==> config.mk <==
export PLATFORM = sky130hd
export DESIGN_NAME = div_sequencer_flat
export DESIGN_NICKNAME = d
export VERILOG_FILES = /design/src/rtl/div_sequencer_pkg.sv /design/src/rtl/div_sequencer_if.sv /design/src/rtl/div_sequencer_step.sv /design/src/rtl/div_sequencer.sv /design/src/flat_wrapper.sv
export SDC_FILE = /design/constraint.sdc
export NUM_CORES = 1
export LEC_CHECK = 0
export ABC_AREA = 1
export BUFFER_PORTS_ARGS = -buffer_cell sky130_fd_sc_hd__buf_2
export CORE_ASPECT_RATIO = 0.6
export CORE_UTILIZATION = 57
export DETAILED_ROUTE_END_ITERATION = 10
export PLACE_DENSITY = 0.79
export SLEW_MARGIN = 20
export SYNTH_ARGS = -nofsm -noshare
export SYNTH_HDL_FRONTEND = slang
export SYNTH_HIERARCHICAL = 1
export SYNTH_SLANG_ARGS = --single-unit
==> constraint.sdc <==
create_clock -name clk -period 1.91 [get_ports clk]
set_input_delay 0.2865 -clock clk [delete_from_list [all_inputs] [get_ports clk]]
set_output_delay 0.2865 -clock clk [all_outputs]
set_load 0.005 [all_outputs]
==> src/rtl/div_sequencer_pkg.sv <==
// rtl/div_sequencer_pkg.sv - shared constants and state type for the RV32M divide sequencer
package div_sequencer_pkg;

    localparam int DIV_WIDTH = 32;

    localparam logic [2:0] MDU_DIV  = 3'b100;
    localparam logic [2:0] MDU_DIVU = 3'b101;
    localparam logic [2:0] MDU_REM  = 3'b110;
    localparam logic [2:0] MDU_REMU = 3'b111;

    localparam logic [6:0] MDU_FUNCT7 = 7'b0000001;

    typedef enum logic [1:0] {
        ST_IDLE,
        ST_CALC,
        ST_FIX,
        ST_DONE
    } div_state_t;

    // funct3[0] clear marks the signed variants (DIV, REM)
    function automatic logic is_signed_op(input logic [2:0] op);
        return !op[0];
    endfunction

endpackage

==> src/rtl/div_sequencer_if.sv <==
// rtl/div_sequencer_if.sv - execute-stage request/response bundle for the divide sequencer
interface div_sequencer_if #(
    parameter int WIDTH = 32
);
    logic             start;
    logic [2:0]       op;
    logic [WIDTH-1:0] src_a;
    logic [WIDTH-1:0] src_b;
    logic             flush;
    logic             stall;
    logic             busy;
    logic             valid;
    logic [WIDTH-1:0] result;

    modport master (
        output start, op, src_a, src_b, flush,
        input  stall, busy, valid, result
    );

    modport slave (
        input  start, op, src_a, src_b, flush,
        output stall, busy, valid, result
    );

endinterface

==> src/rtl/div_sequencer_step.sv <==
// rtl/div_sequencer_step.sv - one combinational restoring-division iteration
module div_step #(
    parameter int WIDTH = 32
) (
    input  logic [WIDTH-1:0] i_rem,
    input  logic [WIDTH-1:0] i_quo,
    input  logic [WIDTH-1:0] i_divisor,
    output logic [WIDTH-1:0] o_rem,
    output logic [WIDTH-1:0] o_quo
);

    logic [WIDTH:0] w_shift;
    logic           w_ge;

    assign w_shift = {i_rem, i_quo[WIDTH-1]};
    assign w_ge    = (w_shift >= {1'b0, i_divisor});

    // the true difference is below the divisor, so the low WIDTH bits are exact
    assign o_rem = w_ge ? (w_shift[WIDTH-1:0] - i_divisor) : w_shift[WIDTH-1:0];
    assign o_quo = {i_quo[WIDTH-2:0], w_ge};

endmodule

==> src/rtl/div_sequencer.sv <==
// rtl/div_sequencer.sv - multi-cycle DIV/DIVU/REM/REMU sequencer with RISC-V special cases
module div_sequencer
    import div_sequencer_pkg::*;
#(
    parameter int WIDTH = DIV_WIDTH
) (
    input logic           clk,
    input logic           rst_n,
    div_sequencer_if.slave bus
);

    localparam int CW = (WIDTH > 1) ? $clog2(WIDTH) : 1;

    div_state_t       r_state;
    div_state_t       w_next;
    logic             r_rem_sel;
    logic             r_neg_a;
    logic             r_neg_b;
    logic [WIDTH-1:0] r_quo;
    logic [WIDTH-1:0] r_rem;
    logic [WIDTH-1:0] r_div;
    logic [WIDTH-1:0] r_result;
    logic [CW-1:0]    r_cnt;

    logic             w_accept;
    logic             w_signed;
    logic             w_div_zero;
    logic             w_ovf;
    logic             w_a_neg;
    logic             w_b_neg;
    logic             w_last;
    logic [WIDTH-1:0] w_rem_nxt;
    logic [WIDTH-1:0] w_quo_nxt;
    logic [WIDTH-1:0] w_quo_fix;
    logic [WIDTH-1:0] w_rem_fix;

    assign w_accept   = (r_state == ST_IDLE) && bus.start && bus.op[2] && !bus.flush;
    assign w_signed   = is_signed_op(bus.op);
    assign w_div_zero = (bus.src_b == '0);
    assign w_ovf      = w_signed && (bus.src_a == {1'b1, {(WIDTH-1){1'b0}}}) && (bus.src_b == '1);
    assign w_a_neg    = w_signed && bus.src_a[WIDTH-1];
    assign w_b_neg    = w_signed && bus.src_b[WIDTH-1];
    assign w_last     = (r_cnt == CW'(WIDTH-1));

    div_step #(.WIDTH(WIDTH)) u_step (
        .i_rem     (r_rem),
        .i_quo     (r_quo),
        .i_divisor (r_div),
        .o_rem     (w_rem_nxt),
        .o_quo     (w_quo_nxt)
    );

    assign w_quo_fix = (r_neg_a ^ r_neg_b) ? -r_quo : r_quo;
    assign w_rem_fix = r_neg_a ? -r_rem : r_rem;

    always_comb begin
        w_next = r_state;
        case (r_state)
            ST_IDLE: if (w_accept) w_next = (w_div_zero || w_ovf) ? ST_DONE : ST_CALC;
            ST_CALC: if (w_last) w_next = ST_FIX;
            ST_FIX:  w_next = ST_DONE;
            ST_DONE: w_next = ST_IDLE;
            default: w_next = ST_IDLE;
        endcase
        if (bus.flush) w_next = ST_IDLE;
    end

    always_ff @(posedge clk or negedge rst_n) begin
        if (!rst_n) begin
            r_state   <= ST_IDLE;
            r_rem_sel <= 1'b0;
            r_neg_a   <= 1'b0;
            r_neg_b   <= 1'b0;
            r_quo     <= '0;
            r_rem     <= '0;
            r_div     <= '0;
            r_result  <= '0;
            r_cnt     <= '0;
        end else begin
            r_state <= w_next;
            case (r_state)
                ST_IDLE: begin
                    if (w_accept) begin
                        r_rem_sel <= bus.op[1];
                        r_neg_a   <= w_a_neg;
                        r_neg_b   <= w_b_neg;
                        r_quo     <= w_a_neg ? -bus.src_a : bus.src_a;
                        r_div     <= w_b_neg ? -bus.src_b : bus.src_b;
                        r_rem     <= '0;
                        r_cnt     <= '0;
                        // special cases resolve here and skip straight to DONE
                        if (w_div_zero)
                            r_result <= bus.op[1] ? bus.src_a : '1;
                        else if (w_ovf)
                            r_result <= bus.op[1] ? '0 : bus.src_a;
                    end
                end
                ST_CALC: begin
                    r_rem <= w_rem_nxt;
                    r_quo <= w_quo_nxt;
                    r_cnt <= w_last ? '0 : r_cnt + 1'b1;
                end
                ST_FIX: begin
                    if (!bus.flush) r_result <= r_rem_sel ? w_rem_fix : w_quo_fix;
                end
                default: ;
            endcase
        end
    end

    assign bus.stall  = w_accept || (r_state == ST_CALC) || (r_state == ST_FIX);
    assign bus.busy   = (r_state != ST_IDLE);
    assign bus.valid  = (r_state == ST_DONE) && !bus.flush;
    assign bus.result = r_result;

endmodule
==> src/flat_wrapper.sv <==
// flat-port wrapper written by rule: the top's interface ports become plain ports
module div_sequencer_flat import div_sequencer_pkg::*;
#(
    parameter int WIDTH = DIV_WIDTH
)
  (clk, rst_n, bus_start, bus_op, bus_src_a, bus_src_b, bus_flush, bus_stall, bus_busy, bus_valid, bus_result);
  div_sequencer_if #(.WIDTH(WIDTH)) bus_i ();
  input logic clk;
  input logic rst_n;
  input wire logic [$bits(bus_i.start)-1:0] bus_start;
  input wire logic [$bits(bus_i.op)-1:0] bus_op;
  input wire logic [$bits(bus_i.src_a)-1:0] bus_src_a;
  input wire logic [$bits(bus_i.src_b)-1:0] bus_src_b;
  input wire logic [$bits(bus_i.flush)-1:0] bus_flush;
  output wire logic [$bits(bus_i.stall)-1:0] bus_stall;
  output wire logic [$bits(bus_i.busy)-1:0] bus_busy;
  output wire logic [$bits(bus_i.valid)-1:0] bus_valid;
  output wire logic [$bits(bus_i.result)-1:0] bus_result;
  assign bus_i.start = bus_start;
  assign bus_i.op = bus_op;
  assign bus_i.src_a = bus_src_a;
  assign bus_i.src_b = bus_src_b;
  assign bus_i.flush = bus_flush;
  assign bus_stall = bus_i.stall;
  assign bus_busy = bus_i.busy;
  assign bus_valid = bus_i.valid;
  assign bus_result = bus_i.result;
  div_sequencer #(.WIDTH(WIDTH)) u_core (.clk(clk), .rst_n(rst_n), .bus(bus_i));
endmodule
==> impl_metrics.json, run 1 <==
{
  "status": "stopped before the end",
  "failing_step": "global routing",
  "tool.error": "[ERROR GRT-0232] Routing congestion too high. Check the congestion heatmap in the GUI.",
  "port_buffers": 105,
  "yosysTopAreaCellShare_pct": 24.5,
  "cts_buffers": 17,
  "syn-cell-area_um2": 14100,
  "clk_path_buf_depth": 2,
  "die_x_um": 205,
  "synth-edff-count": 0,
  "die_y_um": 124,
  "worst-ep-kind": "register data pin",
  "cts-root-buf": "clkbuf_16",
  "ys_top_cells_by_area": "dfrtp_1, nand2_1, nand3_1, inv_1, nor2_1",
  "post-dp-hpwl_um": 41900,
  "rows": 44,
  "synth_cells": 2423,
  "yosysWarnings": 6,
  "grt_util_all_layers_pct": 80.7,
  "syn_area_per_cell_um2": 5.83,
  "pre_cts_slack_ps": -446,
  "routabilityCongestion": 1.01,
  "post_synth_num_cell_types": 50,
  "numClockSinks": 138,
  "grt_max_degree": 62,
  "synthArstFlopShare_pct": 100,
  "grt_remaining_overflow": 285,
  "ys_ff_latch": 138,
  "pin_count": 106,
  "synth_fp_nets": 2539,
  "cts_max_level": 4,
  "synth.largest_area_cell": "dfrtp_1",
  "ys_seq_area_share_pct": 24.5,
  "worst_endpoint": "u_core/r_rem[29]$_DFFE_PN0P_/D",
  "place_area_um2": 17600,
  "start_util_pct": 58.3,
  "synth_ff_type": "dfrtp_1"
}
==> Yosys cell counts, drive strengths merged, types with 2 or more instances <==
master,number
nand3b,18
inv,289
nor2,262
ha,44
clkinv,3
o221ai,3
buf,73
dfrtp,138
o211ai,12
xor2,39
a21oi,53
nor4,2
nand3,301
nand2,868
and2,9
nand4,28
o22ai,3
clkbuf,46
xnor2,7
a31oi,7
or2,7
o21ai,178
nor3,26
==> metal layers <==
layer / GRT overflow / track usage [%]
met1: 32 / 85.6
met2: 116 / 91.0
met4: 83 / 68.2
met3: 47 / 70.5
met5: 7 / 54.4
==> cell families after synthesis <==
group / share of synthesized area (%)
flops: 24.5
xor+xnor: 2.85
compound gates: 9.75
buf+inv: 12.4
fa+ha+maj: 4.04
simple gates: 46.5
==> repair_timing <==
action                                  4_1_cts
endpoints found under the hold margin       105
hold buffers                                  1
gates cloned                                  5
pin swaps                                    70
gates resized for setup                     207
endpoints found under the setup margin       73
buffers inserted                             28
==> per-stage QoR <==
step	util (%)	hold slack, ps	instances
after CTS	79.9	177	3153
after detailed placement	72.6	110	3088
after global placement	72.6	108	3088
after floorplan	-	-9.09	2423
==> run 2: changes to the inputs <==
--- a/config.mk
+++ b/config.mk
@@ -7,10 +7,9 @@
 export LEC_CHECK = 0
 export ABC_AREA = 1
 export BUFFER_PORTS_ARGS = -buffer_cell sky130_fd_sc_hd__buf_2
-export CORE_ASPECT_RATIO = 0.6
-export CORE_UTILIZATION = 57
+export CORE_UTILIZATION = 40
 export DETAILED_ROUTE_END_ITERATION = 10
-export PLACE_DENSITY = 0.79
+export PLACE_DENSITY_LB_ADDON = 0.15
 export SLEW_MARGIN = 20
 export SYNTH_ARGS = -nofsm -noshare
 export SYNTH_HDL_FRONTEND = slang
==> constraint.sdc (replaced) <==
create_clock -name clk -period 2.5 [get_ports clk]
set_input_delay 0.375 -clock clk [delete_from_list [all_inputs] [get_ports clk]]
set_output_delay 0.375 -clock clk [all_outputs]
set_load 0.005 [all_outputs]
==> run 2 against run 1 <==
Against the previous run: the run now ends clean; synthesized area unchanged; synthesized cell count unchanged.
==> impl_metrics.json, run 2 <==
{
  "status": "finished clean",
  "ir_worst_vdd_mv": 0.564,
  "yosysTopAreaCellShare_pct": 24.5,
  "grt_remaining_overflow": 0,
  "cts-root-buf": "clkbuf_16",
  "ys_ff_latch": 138,
  "dr.first_iter.drc_count": 1284,
  "post_synth_num_cell_types": 50,
  "crit_slowest_cell": "ha_1",
  "diodes": 0,
  "grt_pass1_vias": 14600,
  "fin_worst_skew_ps": 21.7,
  "layout_common_cells": "nand2_1, nand3_1, inv_1",
  "synth_top_family_by_area": "simple AND/OR/NAND/NOR gates",
  "die_area_um2": 36100,
  "fillers": 3844,
  "fmax_ghz": 0.418,
  "synth_cells": 2423,
  "synth_xor_area_share_pct": 2.85,
  "crit_path_max_fanout": 17,
  "start_util_pct": 40.8,
  "cap_viol_max_count": 0,
  "drt-wirelength-per-cell_um": 17.9,
  "finalWirelength_um": 53300,
  "drcViolationCount": 0,
  "rows": 68,
  "leakage_nw": 8.60,
  "port_buffers": 105,
  "core_area_um2": 34600,
  "ys_seq_area_share_pct": 24.5,
  "grt_pass1_wl_um": 82200,
  "synth-simple-area-share_pct": 46.5,
  "cts_max_level": 4,
  "multi_input_area_um2": 9220,
  "numClockSinks": 138,
  "fin_nets": 2629,
  "fin_crit_sh_pct": 95.7,
  "path_cells": "inv_1 > ha_1 > inv_1 > nor3_4 > nand2_1 > nor3_4 > nand2_8 > nand2_4 > nand3_2 > nand2_1 > nand3_1 > o21ai_0",
  "synth_ff_type": "dfrtp_1",
  "synth-edff-count": 0,
  "syn_area_per_cell_um2": 5.83,
  "worstSetupStartpointType": "register",
  "p_total_mw": 14.8,
  "synth_fp_nets": 2539,
  "pin_count": 106,
  "fin_cells": 2981,
  "critPathRequiredTime_ps": 2860,
  "syn-cell-area_um2": 14100,
  "cts_tree": "built",
  "layout-drive-gt1-share_pct": 13.4,
  "slew_headroom_pct": 53.7,
  "synthTopCellsByCount": "nand2_1, inv_1, nand3_1",
  "synthAdderAreaFrac_pct": 4.04,
  "mostFrequentLayoutCell": "nand2_1",
  "grt_setup_unrepaired": "yes",
  "grt_util_all_layers_pct": 29.8,
  "clk_latency_ps": 460,
  "cp-end-kind": "register",
  "powerDensity_nw_per_um2": 913,
  "vias": 15800,
  "first_pass_iters": 6,
  "antenna_found_initial": 2,
  "area_delta_synth_final_pct": 15.0,
  "path_buf_inv": 2,
  "clk_path_buf_depth": 2,
  "synth_compound_area_share_pct": 9.75,
  "viasPerCell": 5.29,
  "drtAntennaViolNets": 0,
  "synth.mux.area_fraction_pct": 0,
  "die_x_um": 190,
  "cts.reportedPaths.clkPinSlew_ps": 60,
  "cp.arrival_ps": 2750,
  "yosysWarnings": 6,
  "critPathMaxStageDelay_ps": 380,
  "hold_viol": 0,
  "crit_family": "simple AND/OR/NAND/NOR gates",
  "synth.largest_area_cell": "dfrtp_1",
  "ys_top_cells_by_area": "dfrtp_1, nand2_1, nand3_1, inv_1, nor2_1",
  "hold_class": "in2reg",
  "post-synth-top-count-cell": "nand2_1",
  "max_slew.worst_pin.slew_ps": 687,
  "routabilityCongestion": 0.948,
  "register_area_um2": 3460,
  "drv_slew": 0,
  "setup_viol": 0,
  "grt_max_degree": 69,
  "post-dp-hpwl_um": 41800,
  "critPathKind": "reg2reg",
  "fin_crit_ps": 2390,
  "synthArstFlopShare_pct": 100,
  "die_y_um": 190,
  "dp.cells": 2938,
  "cts_buffers": 17
}
==> run 2: cell counts after synthesis <==
No cell type changed its count.
==> run 2: cells by family (layout without fill, tap and decap cells) <==
logic type	count (synthesis)	in the layout
AND/OR/NAND/NOR	1522	1524
buffers and inverters	411	512
AO/OA/AOI/OAI	261	261
flip-flops	138	138
XOR/XNOR	46	46
adder cells (fa/ha/maj)	45	45
==> run 2: final timing paths <==
kind                                                   start                                 to  slack (ps)  cells past startpoint
max                             u_core/r_div[31]$_DFFE_PN0P_       u_core/r_rem[30]$_DFFE_PN0P_         110                     12
min                                             bus_src_b[1]        u_core/r_div[1]$_DFFE_PN0P_         240                      3
max reg2reg                     u_core/r_div[31]$_DFFE_PN0P_       u_core/r_rem[30]$_DFFE_PN0P_         110                     12
min reg2reg                u_core/bus.result[21]$_DFFE_PN0P_  u_core/bus.result[21]$_DFFE_PN0P_         470                      2
max in group asynchronous                              rst_n       u_core/r_rem[13]$_DFFE_PN0P_        1310                      3
min in group asynchronous                              rst_n        u_core/r_div[5]$_DFFE_PN0P_         450                      2
==> run 2: area by class of cell <==
class                   instances  area share (%)
inverters                     292            6.79
repair buffers                187            7.84
multi-input cells            1876            56.7
clock inverters                15            1.16
flip-flops and latches        138            21.3
clock buffers                  17            2.62
repair inverters                1          0.0308
well taps                     455            3.51
==> run 2: worst reg2reg max path, cell delays in order (launching register included) <==
cell and delay (ps):
dfrtp_1 350, inv_1 130, ha_1 380, inv_1 100, nor3_4 210, nand2_1 140
nor3_4 260, nand2_8 130, nand2_4 260, nand3_2 90, nand2_1 70, nand3_1 70
o21ai_0 120
==> run 2: power by group <==
part           switching (mW)  total [mW]  internal (mW)
Combinational            5.59        8.40           2.81
Sequential              0.692        3.68           2.99
Clock                    1.17        2.76           1.59
Total                    7.45        14.8           7.38
==> run 2: layer usage <==
layer,GRT usage [%],share of wire (%),vias to the layer above
met3,5.04,6.9,56
met1,43.6,48,7391
met4,8.13,1.8,0
li1,-,-,7854
met2,44.5,43,477
met5,0,0,-
==> run 2: per-stage QoR <==
stage	instance area, um2	setup TNS [ps]	setup slack, ps	hold slack, ps	util, %
5_1_grt	16200	-14.5	-14.5	256	46.9
6_report	16200	0	109	239	46.9
3_3_place_gp	15200	-745	-452	377	44.0
3_5_place_dp	15200	-833	-463	375	44.0
4_1_cts	15900	0	30.1	227	45.8
2_1_floorplan	14100	0	418	79.4	-
==> run 2: what timing repair did <==
item                       CTS  global route
gates cloned                 1             2
setup endpoints to repair   10            38
hold endpoints to repair    43             0
pin swaps                    0             5
hold buffers                 1             0
gates resized for setup      4            48
buffers inserted             0             7
(Power assumes the default switching activity.)
